`config.mk`:
```
export PLATFORM = sky130hd
export DESIGN_NAME = nand_chan_seq
export DESIGN_NICKNAME = d
export VERILOG_FILES = /design/src/rtl/nand_chan_seq.sv
export SDC_FILE = /design/constraint.sdc
export NUM_CORES = 1
export LEC_CHECK = 0
export ABC_AREA = 1
export CAP_MARGIN = 20
export CELL_PAD_IN_SITES_DETAIL_PLACEMENT = 1
export CELL_PAD_IN_SITES_GLOBAL_PLACEMENT = 2
export CORE_UTILIZATION = 29
export CTS_CLUSTER_SIZE = 14
export DETAILED_ROUTE_END_ITERATION = 7
export HOLD_SLACK_MARGIN = 0.06
export PLACE_DENSITY = 0.91
export REMOVE_ABC_BUFFERS = 1
export SLEW_MARGIN = 40
export SYNTH_ARGS = -nofsm -noshare
export SYNTH_HDL_FRONTEND = slang
export SYNTH_SLANG_ARGS = --single-unit
```
`constraint.sdc`:
```
create_clock -name clk -period 4.4 [get_ports clk]
set_input_delay 0.88 -clock clk [delete_from_list [all_inputs] [get_ports clk]]
set_output_delay 0.88 -clock clk [all_outputs]
set_load 0.005 [all_outputs]
```
`src/rtl/nand_chan_seq.sv`:
```
// One-channel NAND pin sequencer: multi-target CE#, programmable WE#/RE# widths,
// hardware repeat count and guarded R/B# wait. Optional busy timeout: NAND_RB_TIMEOUT_EN.
//
// state       | meaning
// ------------+-----------------------------------------------------------
// S_IDLE      | waiting for an instruction; CE# released after one empty cycle
// S_SETUP     | CE#/CLE/ALE settled, check wr FIFO / rd FIFO space
// S_WAIT_DATA | stalled: wr FIFO empty or rd FIFO full
// S_LO        | WE# or RE# low for TWL cycles
// S_HI        | WE# or RE# high for TWH cycles, beat counter steps at the end
// S_RB_GUARD  | fixed 4-cycle tWB cover before looking at R/B#
// S_RB_WAIT   | waiting for synchronised R/B# of the target to go high
// S_DONE      | instr_ack pulse, back to idle
module nand_chan_seq #(
    parameter int              DW       = 8,
    parameter int              NCE      = 2,
    parameter int              CNTW     = 12,
    parameter int              TWL      = 2,
    parameter int              TWH      = 2,
    parameter logic [DW-1:0]   IDLE_PAT = DW'(8'hAA),
    parameter int              TO_W     = 16
) (
    input  logic            clk,
    input  logic            rst,
    input  logic [31:0]     instr,
    input  logic            instr_valid,
    output logic            instr_ack,
    output logic            instr_err,
    input  logic [DW-1:0]   wr_data,
    input  logic            wr_valid,
    output logic            wr_ready,
    output logic [DW-1:0]   rd_data,
    output logic            rd_valid,
    input  logic            rd_ready,
    output logic [NCE-1:0]  ce_n,
    output logic            cle,
    output logic            ale,
    output logic            we_n,
    output logic            re_n,
    output logic            wp_n,
    input  logic [NCE-1:0]  rb_n,
    output logic [DW-1:0]   dq_out,
    input  logic [DW-1:0]   dq_in,
    output logic            dq_oe,
    output logic            busy
);

    localparam int TGTW   = (NCE > 1) ? $clog2(NCE) : 1;
    localparam int PH_MAX = (TWL > TWH) ? TWL : TWH;
    localparam int PHW    = (PH_MAX > 1) ? $clog2(PH_MAX) : 1;

    localparam logic [PHW-1:0]  PH_ONE   = PHW'(1);
    localparam logic [CNTW:0]   BEAT_ONE = (CNTW + 1)'(1);

    localparam logic [3:0] M_NOP     = 4'd0;
    localparam logic [3:0] M_CMD     = 4'd1;
    localparam logic [3:0] M_ADDR    = 4'd2;
    localparam logic [3:0] M_DIN     = 4'd3;
    localparam logic [3:0] M_DOUT    = 4'd4;
    localparam logic [3:0] M_WAIT_RB = 4'd5;
    localparam logic [3:0] M_WP_SET  = 4'd6;
    localparam logic [3:0] M_WP_CLR  = 4'd7;

    typedef enum logic [2:0] {
        S_IDLE,
        S_SETUP,
        S_WAIT_DATA,
        S_LO,
        S_HI,
        S_RB_GUARD,
        S_RB_WAIT,
        S_DONE
    } state_t;

    state_t           state;
    logic [3:0]       mode_q;
    logic [TGTW-1:0]  tgt_q;
    logic [CNTW:0]    beat_cnt;
    logic [PHW-1:0]   ph_cnt;
    logic [1:0]       guard_cnt;
    logic [NCE-1:0]   rb_meta;
    logic [NCE-1:0]   rb_sync;

`ifdef NAND_RB_TIMEOUT_EN
    logic [TO_W-1:0]  to_cnt;
`else
    localparam int unused_to_w = TO_W;
`endif

    logic [3:0] in_mode;
    logic [3:0] in_tgt;
    logic       in_illegal;
    logic       is_wr;
    logic       unused_instr;

    assign in_mode      = instr[3:0];
    assign in_tgt       = instr[19:16];
    assign in_illegal   = (in_mode > M_WP_CLR) || ({1'b0, in_tgt} >= 5'(NCE));
    assign is_wr        = (mode_q == M_CMD) || (mode_q == M_ADDR) || (mode_q == M_DIN);
    assign unused_instr = ^{instr[31:20], instr[15:4]};

    // R/B# is fully asynchronous to clk
    always_ff @(posedge clk or negedge rst) begin
        if (!rst) begin
            rb_meta <= '0;
            rb_sync <= '0;
        end else begin
            rb_meta <= rb_n;
            rb_sync <= rb_meta;
        end
    end

    always_ff @(posedge clk or negedge rst) begin
        if (!rst) begin
            state     <= S_IDLE;
            mode_q    <= M_NOP;
            tgt_q     <= '0;
            beat_cnt  <= '0;
            ph_cnt    <= '0;
            guard_cnt <= '0;
`ifdef NAND_RB_TIMEOUT_EN
            to_cnt    <= '0;
`endif
            ce_n      <= '1;
            cle       <= 1'b0;
            ale       <= 1'b0;
            we_n      <= 1'b1;
            re_n      <= 1'b1;
            wp_n      <= 1'b0;
            dq_out    <= IDLE_PAT;
            dq_oe     <= 1'b0;
            rd_data   <= IDLE_PAT;
            rd_valid  <= 1'b0;
            wr_ready  <= 1'b0;
            instr_ack <= 1'b0;
            instr_err <= 1'b0;
            busy      <= 1'b0;
        end else begin
            instr_ack <= 1'b0;
            instr_err <= 1'b0;
            wr_ready  <= 1'b0;
            rd_valid  <= 1'b0;

            case (state)
                S_IDLE: begin
                    if (instr_valid) begin
                        mode_q   <= in_mode;
                        tgt_q    <= in_tgt[TGTW-1:0];
                        beat_cnt <= {1'b0, instr[4 +: CNTW]};
                        busy     <= 1'b1;
                        if (in_illegal) begin
                            instr_ack <= 1'b1;
                            instr_err <= 1'b1;
                            state     <= S_DONE;
                        end else begin
                            case (in_mode)
                                M_CMD, M_ADDR, M_DIN, M_DOUT: begin
                                    ce_n  <= ~(NCE'(1) << in_tgt[TGTW-1:0]);
                                    cle   <= (in_mode == M_CMD);
                                    ale   <= (in_mode == M_ADDR);
                                    state <= S_SETUP;
                                end
                                M_WAIT_RB: begin
                                    guard_cnt <= 2'd3;
                                    state     <= S_RB_GUARD;
                                end
                                default: begin
                                    if (in_mode == M_WP_SET) begin
                                        wp_n <= 1'b0;
                                    end else if (in_mode == M_WP_CLR) begin
                                        wp_n <= 1'b1;
                                    end
                                    instr_ack <= 1'b1;
                                    state     <= S_DONE;
                                end
                            endcase
                        end
                    end else begin
                        ce_n <= '1;
                    end
                end

                S_SETUP: begin
                    if (is_wr) begin
                        if (!wr_valid) begin
                            state <= S_WAIT_DATA;
                        end else begin
                            we_n     <= 1'b0;
                            dq_oe    <= 1'b1;
                            dq_out   <= wr_data;
                            wr_ready <= 1'b1;
                            ph_cnt   <= PHW'(TWL - 1);
                            state    <= S_LO;
                        end
                    end else begin
                        if (!rd_ready) begin
                            state <= S_WAIT_DATA;
                        end else begin
                            re_n   <= 1'b0;
                            dq_oe  <= 1'b0;
                            ph_cnt <= PHW'(TWL - 1);
                            state  <= S_LO;
                        end
                    end
                end

                // re-enter SETUP so the strobe always gets a full setup cycle
                S_WAIT_DATA: begin
                    if (is_wr ? wr_valid : rd_ready) begin
                        state <= S_SETUP;
                    end
                end

                S_LO: begin
                    if (ph_cnt == '0) begin
                        we_n   <= 1'b1;
                        re_n   <= 1'b1;
                        ph_cnt <= PHW'(TWH - 1);
                        state  <= S_HI;
                        if (mode_q == M_DOUT) begin
                            rd_data  <= dq_in;
                            rd_valid <= 1'b1;
                        end
                    end else begin
                        ph_cnt <= ph_cnt - PH_ONE;
                    end
                end

                S_HI: begin
                    if (ph_cnt == '0) begin
                        if (beat_cnt == '0) begin
                            cle       <= 1'b0;
                            ale       <= 1'b0;
                            dq_oe     <= 1'b0;
                            dq_out    <= IDLE_PAT;
                            rd_data   <= IDLE_PAT;
                            instr_ack <= 1'b1;
                            state     <= S_DONE;
                        end else begin
                            beat_cnt <= beat_cnt - BEAT_ONE;
                            state    <= S_SETUP;
                        end
                    end else begin
                        ph_cnt <= ph_cnt - PH_ONE;
                    end
                end

                S_RB_GUARD: begin
                    if (guard_cnt == 2'd0) begin
`ifdef NAND_RB_TIMEOUT_EN
                        to_cnt <= {{(TO_W - 1){1'b1}}, 1'b0};
`endif
                        state <= S_RB_WAIT;
                    end else begin
                        guard_cnt <= guard_cnt - 2'd1;
                    end
                end

                S_RB_WAIT: begin
                    if (rb_sync[tgt_q]) begin
                        instr_ack <= 1'b1;
                        state     <= S_DONE;
                    end
`ifdef NAND_RB_TIMEOUT_EN
                    else if (to_cnt == '0) begin
                        instr_ack <= 1'b1;
                        instr_err <= 1'b1;
                        state     <= S_DONE;
                    end else begin
                        to_cnt <= to_cnt - 1'b1;
                    end
`endif
                end

                S_DONE: begin
                    busy  <= 1'b0;
                    state <= S_IDLE;
                end

                default: state <= S_IDLE;
            endcase
        end
    end

endmodule
```
==> out/qor.yml <==
status: "finished, final reports clean"
yosysUniqueCellTypes: 35
crit_path_max_fanout: 2
drive_gt1_share_pct: 12.0
num_io_pins: 84
slew_headroom_pct: 68.9
drc: 0
p_leak_nw: 2.03
setup_viol: 0
final_nets: 539
reg2reg_depth: 6
seq_area_frac_synth_pct: 46.5
viasPerCell: 4.61
path_cells: "clkdlybuf4s50_1"
met1_length_um: 3960
fin_cells: 621
r2r_slack_ns: 2.40
final_area_um2: 4110
yosysWarnings: 0
start_kind: "flop"
io_buffers: 71
final.setup.tns_ns: 0
drt-initial-drc-count: 115
die_x_um: 105
htreeDepth: 3
synthAdderAreaFrac_pct: 1.21
cts_sinks: 57
netlist_area_um2: 3100
tightest_slew_ns: 0.466
overflow: 0
clock_path_buffers: 2
finalCritPeriodShare_pct: 51.4
core_area_um2: 10300
maxCapViolations: 0
first_global_vias: 3043
muxShareOfSynthArea_pct: 0.323
cts-buffers-inserted: 9
antenna_cells: 0
max-vdd-ir-drop_v: 0.000190
crit_slowest_cell: "dfstp_2"
synthArstFlopShare_pct: 100
cts-root-buf: "clkbuf_8"
synth_top_family_by_area: "simple AND/OR/NAND/NOR gates"
synth-simple-area-share_pct: 35.3
critPathTopFamily: "flip-flops"
ys_top_cells_by_count: "nand2_1 (135), dfrtp_1 (45), inv_1 (42)"
wl_met2_um: 4140
rsz0062_at_grt: "no"
multi_input_area_um2: 1430
fillers: 1265
drt_wl_total_um: 8460
post-route-util_pct: 39.8
arrival_ns: 1.38
synth_area_leaders: "dfrtp_1 (36%), nand2_1 (16%), dfstp_2 (10%)"
hold_start: "rb_meta[0]$_DFF_PN0_"
end_kind: "output pin"
ctsHoldBuffers: 0
fin_crit_ns: 2.26
start_util_pct: 30.0
fmax_ghz: 0.442
routed.top_layer: "met4"
seq_area_um2: 1440
die_area_um2: 11100
path_class: "reg2out"
rows: 37
synth_top_area_share_pct: 36.3
cts_tree: "built"
clk_pin_slew_worst_paths_ns: 0.07
finalMaxSlewViolations: 0
grt_usage_pct: 16.6
synthXorXnorAreaFrac_pct: 0.283
place_congestion: 0.802
finClkSkew_ns: 0.0127
synthFlopType: "dfrtp_1"
met3_length_um: 265
num_vias: 2864
slowest_delay_ns: 0.54
antenna_found_initial: 0
post_cts_resized: 0
worst_hold_path.endpoint: "rb_sync[0]$_DFF_PN0_"
routedWlPerCell_um: 13.6
synth_compound_area_share_pct: 8.97
powerDensity_nw_per_um2: 649
yosysTopAreaCell: "dfrtp_1"
critical_path_buf_inv_count: 1
grt_max_degree: 33
ys_seq_elements: 57
area_growth_pct: 32.8
placed_cells: 606
hold_viol_final: 0
synth.avg_cell_area_um2: 7.65
first_pass_iters: 4
hpwlAfterDp_um: 6370
clk_latency_ns: 0.35
hold_path_depth: 0
r2r-start: "state[2]$_DFFE_PN0P_"
required_ns: 3.52
hp-class: "reg2reg"
grt_pass1_wl_um: 14500
ant_nets: 0
r2r_end: "rd_data[2]$_DFFE_PN0P_"
die_h_um: 105
synth.most_common_cell: "nand2_1"
placed_area_um2: 3940
syn_inst: 405
synth_edf_count: 0
post_cts_buffers: 0
==> layer usage <==
layer	GRT usage (%)	vias to the layer above
li1	-	1446
met1	20.9	1363
met2	28.2	45
met3	3.96	10
met4	4.53	0
met5	0	-
==> kinds of logic (layout without fill, tap and decap cells) <==
group / Yosys count / count (layout)
flip-flops: 57 / 57
AND/OR/NAND/NOR: 237 / 237
buffers and inverters: 56 / 136
AO/OA/AOI/OAI: 50 / 50
XOR/XNOR: 1 / 1
multiplexers: 1 / 1
adder cells (fa/ha/maj): 3 / 3
==> worst max-delay path by stage <==
stage	from	endpoint	slack [ns]	cells after the start
final	rd_data[5]$_DFFE_PN1P_	rd_data[5]	2.14	1
after global routing	dq_out[5]$_DFFE_PN1P_	dq_out[5]	2.09	1
after CTS	rd_data[5]$_DFFE_PN1P_	rd_data[5]	2.12	1
after detailed placement	instr[3]	cle$_DFFE_PN0P_	1.94	9
after global placement	instr[3]	cle$_DFFE_PN0P_	1.99	9
after floorplan	instr[3]	cle$_DFFE_PN0P_	2.60	8
==> power by group <==
part,internal (mW),switching (mW)
registers,0.776,0.183
logic,0.531,0.736
clock network,0.230,0.214
==> sequential cells by signal, indices dropped and copies added, names as in the netlist, 2 cells and up <==
signal     cells
state          3
mode_q         4
dq_out         8
rd_data        8
rb_meta        2
guard_cnt      2
beat_cnt      13
rb_sync        2
ce_n           2
==> stage by stage <==
| stage | power, mW | worst slack, ns | hold slack [ns] |
|---|---|---|---|
| finish | 2.67 | 2.14 | 0.349 |
| global route | 2.92 | 2.09 | 0.362 |
| CTS | 2.71 | 2.12 | 0.351 |
| detailed placement | 2.26 | 1.94 | 0.336 |
| global placement | 2.21 | 1.99 | 0.333 |
| floorplan | 1.73 | 2.60 | 0.331 |
==> placed cells by master (no fill, tap or decap), types with 2 or more instances in the layout <==
cell	count
ha_1	3
o21ai_1	13
nand2_2	6
inv_1	42
buf_4	2
clkdlybuf4s50_1	70
o21bai_1	3
nand3_1	38
inv_2	6
nor2_4	4
dfrtp_1	45
nand4_1	9
o21ai_0	19
nand2_4	4
nor3_1	2
a21oi_1	10
nor2_1	28
nor3b_1	2
nand2_1	135
clkinv_2	2
dfstp_2	12
nor2_2	5
clkbuf_8	11
==> cell type report <==
type | instances | share of cell area, %
flip-flops and latches | 57 | 35.0
multi-input cells | 292 | 34.7
repair buffers | 72 | 17.4
inverters | 49 | 4.53
well taps | 136 | 4.14
clock buffers | 12 | 3.77
clock inverters | 3 | 0.426
==> worst reg2reg max path, delay by kind of cell, from the launching register on <==
kind	cells	cell delay [ns]
simple gates	5	0.98
flops	1	0.63
buf+inv	1	0.31
(Power assumes the default switching activity.)
